===== config.mk =====
export PLATFORM = sky130hd
export DESIGN_NAME = pb_event_decoder_flat
export DESIGN_NICKNAME = d
export VERILOG_FILES = /design/src/rtl/pb_event_pkg.sv /design/src/rtl/pb_event_decoder_if.sv /design/src/rtl/pb_event_decoder.sv /design/src/flat_wrapper.sv
export SDC_FILE = /design/constraint.sdc
export NUM_CORES = 1
export LEC_CHECK = 0
export ABC_AREA = 1
export BUFFER_PORTS_ARGS = -buffer_cell sky130_fd_sc_hd__buf_4
export CAP_MARGIN = 20
export CORE_ASPECT_RATIO = 0.75
export CORE_MARGIN = 4
export CORE_UTILIZATION = 50
export CTS_CLUSTER_SIZE = 14
export DETAILED_ROUTE_END_ITERATION = 12
export GPL_TIMING_DRIVEN = 0
export PLACE_DENSITY = 0.73
export SYNTH_ARGS = -nofsm -noshare
export SYNTH_HDL_FRONTEND = slang
export SYNTH_SLANG_ARGS = --single-unit

===== constraint.sdc =====
create_clock -name clk_100 -period 1.5 [get_ports clk_100]
set_clock_uncertainty 0.2 [all_clocks]
set_input_delay 0.3 -clock clk_100 [delete_from_list [all_inputs] [get_ports clk_100]]
set_output_delay 0.3 -clock clk_100 [all_outputs]
set_load 0.005 [all_outputs]

===== src/rtl/pb_event_pkg.sv =====
// Shared definitions for push-button event consumers: FSM state encoding
// and default hold timings.
package pb_event_pkg;

    typedef enum logic [1:0] {
        ST_IDLE    = 2'd0,
        ST_PRESSED = 2'd1,
        ST_LONG    = 2'd2
    } pb_state_t;

    localparam int PB_LONG_CYCLES_DEF   = 100;
    localparam int PB_REPEAT_CYCLES_DEF = 20;
    localparam int PB_CNT_W_DEF         = 8;

endpackage


===== src/rtl/pb_event_decoder_if.sv =====
// Button level in, one-cycle events out; the decoder side is the slave.
interface pb_event_decoder_if;

    // No handshake: pb_de is sampled every clk_100 edge and each pulse is a
    // fire-and-forget strobe that the consumer must take in the cycle it is high.
    logic pb_de;
    logic press_pulse;
    logic release_pulse;
    logic short_click;
    logic long_pulse;
    logic repeat_pulse;
    logic held;

    modport master (
        output pb_de,
        input  press_pulse, release_pulse, short_click,
        input  long_pulse, repeat_pulse, held
    );

    modport slave (
        input  pb_de,
        output press_pulse, release_pulse, short_click,
        output long_pulse, repeat_pulse, held
    );

endinterface


===== src/rtl/pb_event_decoder.sv =====
// Turns a debounced button level into press/release/click/long/repeat strobes.
// One shared hold counter serves both the long-press and the repeat timing.
module pb_event_decoder
    import pb_event_pkg::*;
#(
    parameter int LONG_CYCLES   = PB_LONG_CYCLES_DEF,
    parameter int REPEAT_CYCLES = PB_REPEAT_CYCLES_DEF,
    parameter int CNT_W         = PB_CNT_W_DEF
) (
    input  logic                clk_100,
    input  logic                rst,
    pb_event_decoder_if.slave   pb,
    output pb_state_t           state_dbg
);

    localparam logic [CNT_W-1:0] LONG_LAST   = CNT_W'(LONG_CYCLES - 1);
    localparam logic [CNT_W-1:0] REPEAT_LAST = CNT_W'(REPEAT_CYCLES - 1);

    pb_state_t        state_q, state_d;
    logic [CNT_W-1:0] cnt_q, cnt_d;
    logic             press_d, release_d, short_d, long_d, repeat_d, held_d;

    always_comb begin
        state_d   = state_q;
        cnt_d     = cnt_q;
        press_d   = 1'b0;
        release_d = 1'b0;
        short_d   = 1'b0;
        long_d    = 1'b0;
        repeat_d  = 1'b0;
        case (state_q)
            ST_IDLE: begin
                if (pb.pb_de) begin
                    state_d = ST_PRESSED;
                    cnt_d   = CNT_W'(1);
                    press_d = 1'b1;
                end
            end
            ST_PRESSED: begin
                // Release is tested first so it wins over a same-edge threshold hit.
                if (!pb.pb_de) begin
                    state_d   = ST_IDLE;
                    cnt_d     = '0;
                    release_d = 1'b1;
                    short_d   = 1'b1;
                end else if (cnt_q == LONG_LAST) begin
                    state_d = ST_LONG;
                    cnt_d   = '0;
                    long_d  = 1'b1;
                end else begin
                    cnt_d = cnt_q + 1'b1;
                end
            end
            ST_LONG: begin
                if (!pb.pb_de) begin
                    state_d   = ST_IDLE;
                    cnt_d     = '0;
                    release_d = 1'b1;
                end else if (cnt_q == REPEAT_LAST) begin
                    cnt_d    = '0;
                    repeat_d = 1'b1;
                end else begin
                    cnt_d = cnt_q + 1'b1;
                end
            end
            default: begin
                state_d = ST_IDLE;
                cnt_d   = '0;
            end
        endcase
        held_d = (state_d != ST_IDLE);
    end

    always_ff @(posedge clk_100 or posedge rst) begin
        if (rst) begin
            state_q          <= ST_IDLE;
            cnt_q            <= '0;
            pb.press_pulse   <= 1'b0;
            pb.release_pulse <= 1'b0;
            pb.short_click   <= 1'b0;
            pb.long_pulse    <= 1'b0;
            pb.repeat_pulse  <= 1'b0;
            pb.held          <= 1'b0;
        end else begin
            state_q          <= state_d;
            cnt_q            <= cnt_d;
            pb.press_pulse   <= press_d;
            pb.release_pulse <= release_d;
            pb.short_click   <= short_d;
            pb.long_pulse    <= long_d;
            pb.repeat_pulse  <= repeat_d;
            pb.held          <= held_d;
        end
    end

    assign state_dbg = state_q;

endmodule


===== src/flat_wrapper.sv =====
// flat-port wrapper written by rule: the top's interface ports become plain ports
module pb_event_decoder_flat import pb_event_pkg::*;
#(
    parameter int LONG_CYCLES   = PB_LONG_CYCLES_DEF,
    parameter int REPEAT_CYCLES = PB_REPEAT_CYCLES_DEF,
    parameter int CNT_W         = PB_CNT_W_DEF
)
  (clk_100, rst, state_dbg, pb_pb_de, pb_press_pulse, pb_release_pulse, pb_short_click, pb_long_pulse, pb_repeat_pulse, pb_held);
  pb_event_decoder_if pb_i ();
  input  logic clk_100;
  input  logic rst;
  output pb_state_t state_dbg;
  input wire logic [$bits(pb_i.pb_de)-1:0] pb_pb_de;
  output wire logic [$bits(pb_i.press_pulse)-1:0] pb_press_pulse;
  output wire logic [$bits(pb_i.release_pulse)-1:0] pb_release_pulse;
  output wire logic [$bits(pb_i.short_click)-1:0] pb_short_click;
  output wire logic [$bits(pb_i.long_pulse)-1:0] pb_long_pulse;
  output wire logic [$bits(pb_i.repeat_pulse)-1:0] pb_repeat_pulse;
  output wire logic [$bits(pb_i.held)-1:0] pb_held;
  assign pb_i.pb_de = pb_pb_de;
  assign pb_press_pulse = pb_i.press_pulse;
  assign pb_release_pulse = pb_i.release_pulse;
  assign pb_short_click = pb_i.short_click;
  assign pb_long_pulse = pb_i.long_pulse;
  assign pb_repeat_pulse = pb_i.repeat_pulse;
  assign pb_held = pb_i.held;
  pb_event_decoder #(.LONG_CYCLES(LONG_CYCLES), .REPEAT_CYCLES(REPEAT_CYCLES), .CNT_W(CNT_W)) u_core (.clk_100(clk_100), .rst(rst), .pb(pb_i), .state_dbg(state_dbg));
endmodule

* After elaboration in Yosys (flattened, before gate mapping)
Cells that the tools add are included.
** Storage, ports and cells
- Flip-flop bits (word level) :: 16
- Input port bits :: 3
- Output and inout bits :: 8
- Logic and storage cells :: 39
** Operators by class
- $add $sub $neg :: 1
- Equality and inequality tests :: 5
- Multiplexer cells :: 22
- Reduce and logical (&&, ||, !) cells :: 3
** Operators by type and width (count)
- $mux W8 :: 5
- $pmux W8 S3 :: 1
- $mux W1 :: 11
- $add A8 B1 Y8 const B :: 1
- $eq A8 B5 Y1 const B :: 1
- $eq A8 B7 Y1 const B :: 1
- $mux W2 :: 4
- $pmux W2 S3 :: 1
- $eq A2 B1 Y1 const B :: 1
- $eq A2 B2 Y1 const B :: 1
- $logic_not A2 Y1 :: 1
- $ne A2 B2 Y1 const B :: 1
- $reduce_bool A2 Y1 :: 1
- $reduce_or A2 Y1 :: 1

* Logic depth before layout (Yosys ltp)
- Word-level depth :: 5
- Gate-level depth with buffers :: 8
- Mapped depth without buffers :: 8

* Least setup slack after synthesis
No wires, ideal clock.
- Path type :: flip-flop to flip-flop
- From :: register u_core.state_q[0] (netlist: u_core.state_dbg[0])
- To :: register u_core.cnt_q[3]
- Arrival :: 1.212 ns
- Required time :: 1.177 ns
- Setup slack :: -0.035 ns
- Stages on the path, launching flop included :: 8
- Buffers on the path :: 1
- Cells stage by stage :: dfrtp_1 inv_1 ha_1 nand2_4 buf_12 nand2_4 xor2_1 a21oi_2
** On the way
- Cells in the longest elaborated chain, start to end :: 2
- Elaborated cells on any way between the ends :: 5
- Those cells by class :: eq/ne: 3; mux: 1; reduce/logical: 1
** Ends and longest elaborated chain
- start: declaration :: line pb_event_decoder.sv:19 : pb_state_t state_q, state_d;
- start signal: assignment :: line pb_event_decoder.sv:85 : state_q <= state_d;
- $eq A2 B2 Y1, or another cell as far along :: line pb_event_decoder.sv:31 : case (state_q)
- $pmux W8 S3 / $ne A2 B2 Y1 (equally long branches)
- end signal: assignment :: line pb_event_decoder.sv:86 : cnt_q <= cnt_d;
- end: declaration :: line pb_event_decoder.sv:20 : logic [CNT_W-1:0] cnt_q, cnt_d;
Parallel ways exist; a longest one is shown, timed or not.
A chain may end at the register's enable or synchronous reset.

* Worst setup path in the final report
- From :: register u_core.cnt_q[0]
- To :: register u_core.cnt_q[0]
** On the way
- Cells in the longest elaborated chain, start to end :: 4
- Elaborated cells on any way between the ends :: 8
- Those cells by class :: add/sub: 1; eq/ne: 2; mux: 5
** Ends and longest elaborated chain (line)
- $add A8 B1 Y8, or another cell as far along :: pb_event_decoder.sv:51, pb_event_decoder.sv:63
- $mux W8 (on tied branches) :: pb_event_decoder.sv:59, pb_event_decoder.sv:46
- $mux W8 (on tied branches) :: pb_event_decoder.sv:55, pb_event_decoder.sv:41
- $pmux W8 S3 * :: pb_event_decoder.sv:31
Mark *: on every way between the ends. The rest lies on a longest branch, timed or not.

==> out/summary.md <==
## Die
• 11 — io pins
• 52.7% — effective utilization at floorplan
• 44.9 µm — Die Y
• 2570 µm² — floorplan die area
• 57.2 µm — die width
• 13 — row count
• 1720 µm² — floorplan core area

## GRT
• 720 — number of global-route vias before repair
• 17 — maximum number of pins on one net before global-route repair
• 0 — global-route congestion overflow total
• 3.17 mm — wire length of the first global-routing pass
• 16.2% — Overall Global Routing Usage
• 0 — antenna violations before repair

## Detailed routing
• 774 — total via count in the routed design
• 4.90 — Via-to-Cell Ratio
• 0 — DRC violation count after routing
• 0 — number of routed nets with antenna violations
• 4 — total iterations of the first detailed-routing run
• 24 — iteration-0 DRC count of the detailed router
• 1.95 mm — routed wire length
• 12.4 µm — Routed WL per cell

## Place
• 10 — Port Buffers
• 1020 µm² — Placed Instance Area
• 1.21 mm — Detail Placement HPWL
• 0.840 — Routability Congestion

## Timing
• 8 — Finish-stage setup viols
• 103% — Period Utilization, post-route
• 0 — Final Hold Violating Endpoints
• 0.608 ns — transition at the pin with the smallest max-transition slack
• 59.5% — relative slew slack
• 648 MHz — fmax
• 0 — Pins Over Slew Limit
• yes — RSZ-0062 raised after global routing
• -0.0434 ns — worst path setup slack after routing
• 0.0270 ns — worst hold margin
• 1.54 ns — Final Critical Period
• -0.249 ns — final setup TNS

## Critical path
• 0.37 ns — peak per-stage delay on the critical path
• flop — Setup crit start kind
• flop to flop — Worst Path Class, Setup
• nand2_2 — Worst path most repeated cell
• 0 — CP Buf/Inv Count
• simple AND/OR/NAND/NOR gates — category of cells accounting for the largest share of critical-path delay
• ha_2 -> nand2_2 -> nor2_4 -> nand2_2 -> nand2_2 -> nand2_4 -> nand2_4 -> o21bai_1 — crit path cell chain
• 1.51 ns — worst endpoint data arrival time
• dfrtp_1 — standard cell with the maximum stage delay on the critical path
• 1.47 ns — Critical Path RT
• 6 — CP Max Fanout
• flop — endpoint kind of the worst setup timing path

## Logic synthesis
• 26 x nand2_1, 21 x inv_1, 16 x dfrtp_1 — most frequent cells after synthesis
• 16 — synthesis-stage register bit count
• 908 µm² — synthesized cell area
• 44.1% — sequential-to-total area share from yosys stat
• 109 — Mapped Cells
• 8.33 µm² — synthesized area divided by synthesized cell count
• 0 — number of enable flip-flop cells after synthesis
• 100% — asr flop ratio synth
• nand2_1 — most repeated cell in the gate-level netlist after synthesis
• dfrtp_1 44%, nand2_1 11%, inv_1 8.7%, ha_1 6.9%, nand3_1 3.9% — ranking of synthesized cells by area
• 117 — nets in the synthesized netlist
• dfrtp_1 — cell taking the most area after synthesis
• 0 — total number of yosys warnings
• dfrtp_1 — most instantiated flip-flop cell in the synthesis netlist
• 19 — number of distinct library cells after synthesis
• 44.1% — fraction of post-synthesis cell area in the top cell type by area

## Final layout
• 0 — diode insertion count for antenna repair
• 146 — Layout Nets
• 1240 µm² — Non-Filler Cell Area, Final
• 36.5% — Synth-to-Final Area Change
• 43.4% — fraction of layout instances using a drive strength above 1
• 121 — Filler Cells Inserted
• 71.9% — final cell utilization of the core

## Power and ir drop
• 0.678 nW — Static Leakage
• 0.951 mV — highest ir drop seen on vdd
• 1260 nW/µm² — PwrDens
• 1.56 mW — Power, Total

## CTS
• 0.09 ns — clock edge transition at the registers on the reported setup and hold paths
• clkbuf_4 — buffer type at the clock tree root
• 3 — clock buffers created by TritonCTS
• 2 — number of buffers on the longest clock path
• yes — TritonCTS clock tree
• 0.28 ns — latest clock arrival within the worst-skew pair
• 1 — number of H-tree branching levels
• 16 — Clock Sinks

## Min path
• primary input to flop — type of the worst min-delay path

## Run
• 0 — max-cap violation count

## Run status
• setup timing — failing checks
• complete, but fails checks — run status

where the power goes:
| part | internal, mW | total (mW) | switching [mW] | leakage (nW) |
|---|---|---|---|---|
| clock network | 0.0933 | 0.220 | 0.126 | 0.0138 |
| logic | 0.386 | 0.763 | 0.377 | 0.452 |
| registers | 0.514 | 0.579 | 0.0649 | 0.213 |
| total | 0.993 | 1.56 | 0.568 | 0.678 |
metal layers:
| metal | up-vias | track usage [%] | wire [µm] |
|---|---|---|---|
| met5 | - | 0 | 0 |
| met4 | 0 | 4.17 | 72 |
| met3 | 13 | 5.14 | 123 |
| met2 | 28 | 26.4 | 924 |
| met1 | 346 | 21.2 | 832 |
| li1 | 387 | - | - |
kinds of logic after synthesis:
family                   Yosys count  share of synthesized area, %
AO/OA/AOI/OAI                     10                          7.16
XOR/XNOR                           4                          3.86
adder cells (fa/ha/maj)            5                          6.89
buffers and inverters             23                          11.3
flip-flops                        16                          44.1
AND/OR/NAND/NOR                   51                          26.7
registers in the layout (all words and copies together) (netlist names):
signal / count
u_core.pb.press_pulse: 1
u_core.pb.short_click: 1
u_core.pb.long_pulse: 1
u_core.pb.held: 1
u_core.cnt_q: 8
u_core.state_dbg: 2
u_core.pb.release_pulse: 1
u_core.pb.repeat_pulse: 1
cell usage in the layout, fill, tap and decap left out:
cell type and instances:
nand4_1 1, nand2_2 5, nand2_1 21, nor2_4 2
clkbuf_4 3, ha_4 2, nand2_4 7, inv_2 5
dfrtp_1 15, buf_6 1, a21oi_1 3, dlygate4sd3_1 1
buf_4 22, ha_2 2, nand3_2 3, a21oi_2 3
a41oi_1 1, nor2_2 1, inv_1 16, ha_1 1
inv_4 1, o22ai_1 1, buf_12 1, o21ai_1 1
o21bai_1 1, nor2_1 7, xor2_1 4, nand3_1 4
dfrtp_2 1
what timing repair did:
action,CTS,global route
setup buffers,9,4
endpoints found under the hold margin,16,0
setup endpoints to repair,11,12
hold buffers,1,0
gates resized for setup,11,18
pin swaps,4,10
path summary, 6_finish.rpt:
| path | endpoint | cells past startpoint | slack [ns] | start |
|---|---|---|---|---|
| max reg2reg | u_core.cnt_q[0] | 8 | -0.04 | u_core.cnt_q[0] |
| min in group asynchronous | u_core.pb.short_click | 3 | 0.44 | rst |
| min | u_core.pb.short_click | 2 | 0.03 | pb_pb_de |
| max in group asynchronous | u_core.state_dbg[0] | 3 | 0.23 | rst |
| min reg2reg | u_core.cnt_q[7] | 3 | 0.32 | u_core.cnt_q[7] |
| max | u_core.cnt_q[0] | 8 | -0.04 | u_core.cnt_q[0] |
metrics by stage:
stage	cells	worst slack, ns
after floorplan	109	0.0319
after global placement	141	-0.0894
after detailed placement	141	-0.128
after CTS	154	-0.0187
after global routing	158	-0.144
final	158	-0.0434
layout make-up:
class / instances / area (µm²) / share of cell area, %
well taps: 22 / 27.5 / 2.22
clock buffers: 3 / 22.5 / 1.82
repair buffers: 24 / 186 / 15.0
plain buffers: 1 / 20.0 / 1.61
multi-input cells: 70 / 497 / 40.1
inverters: 22 / 85.1 / 6.86
flip-flops and latches: 16 / 402 / 32.4
Power figures use the tool's default switching activity.
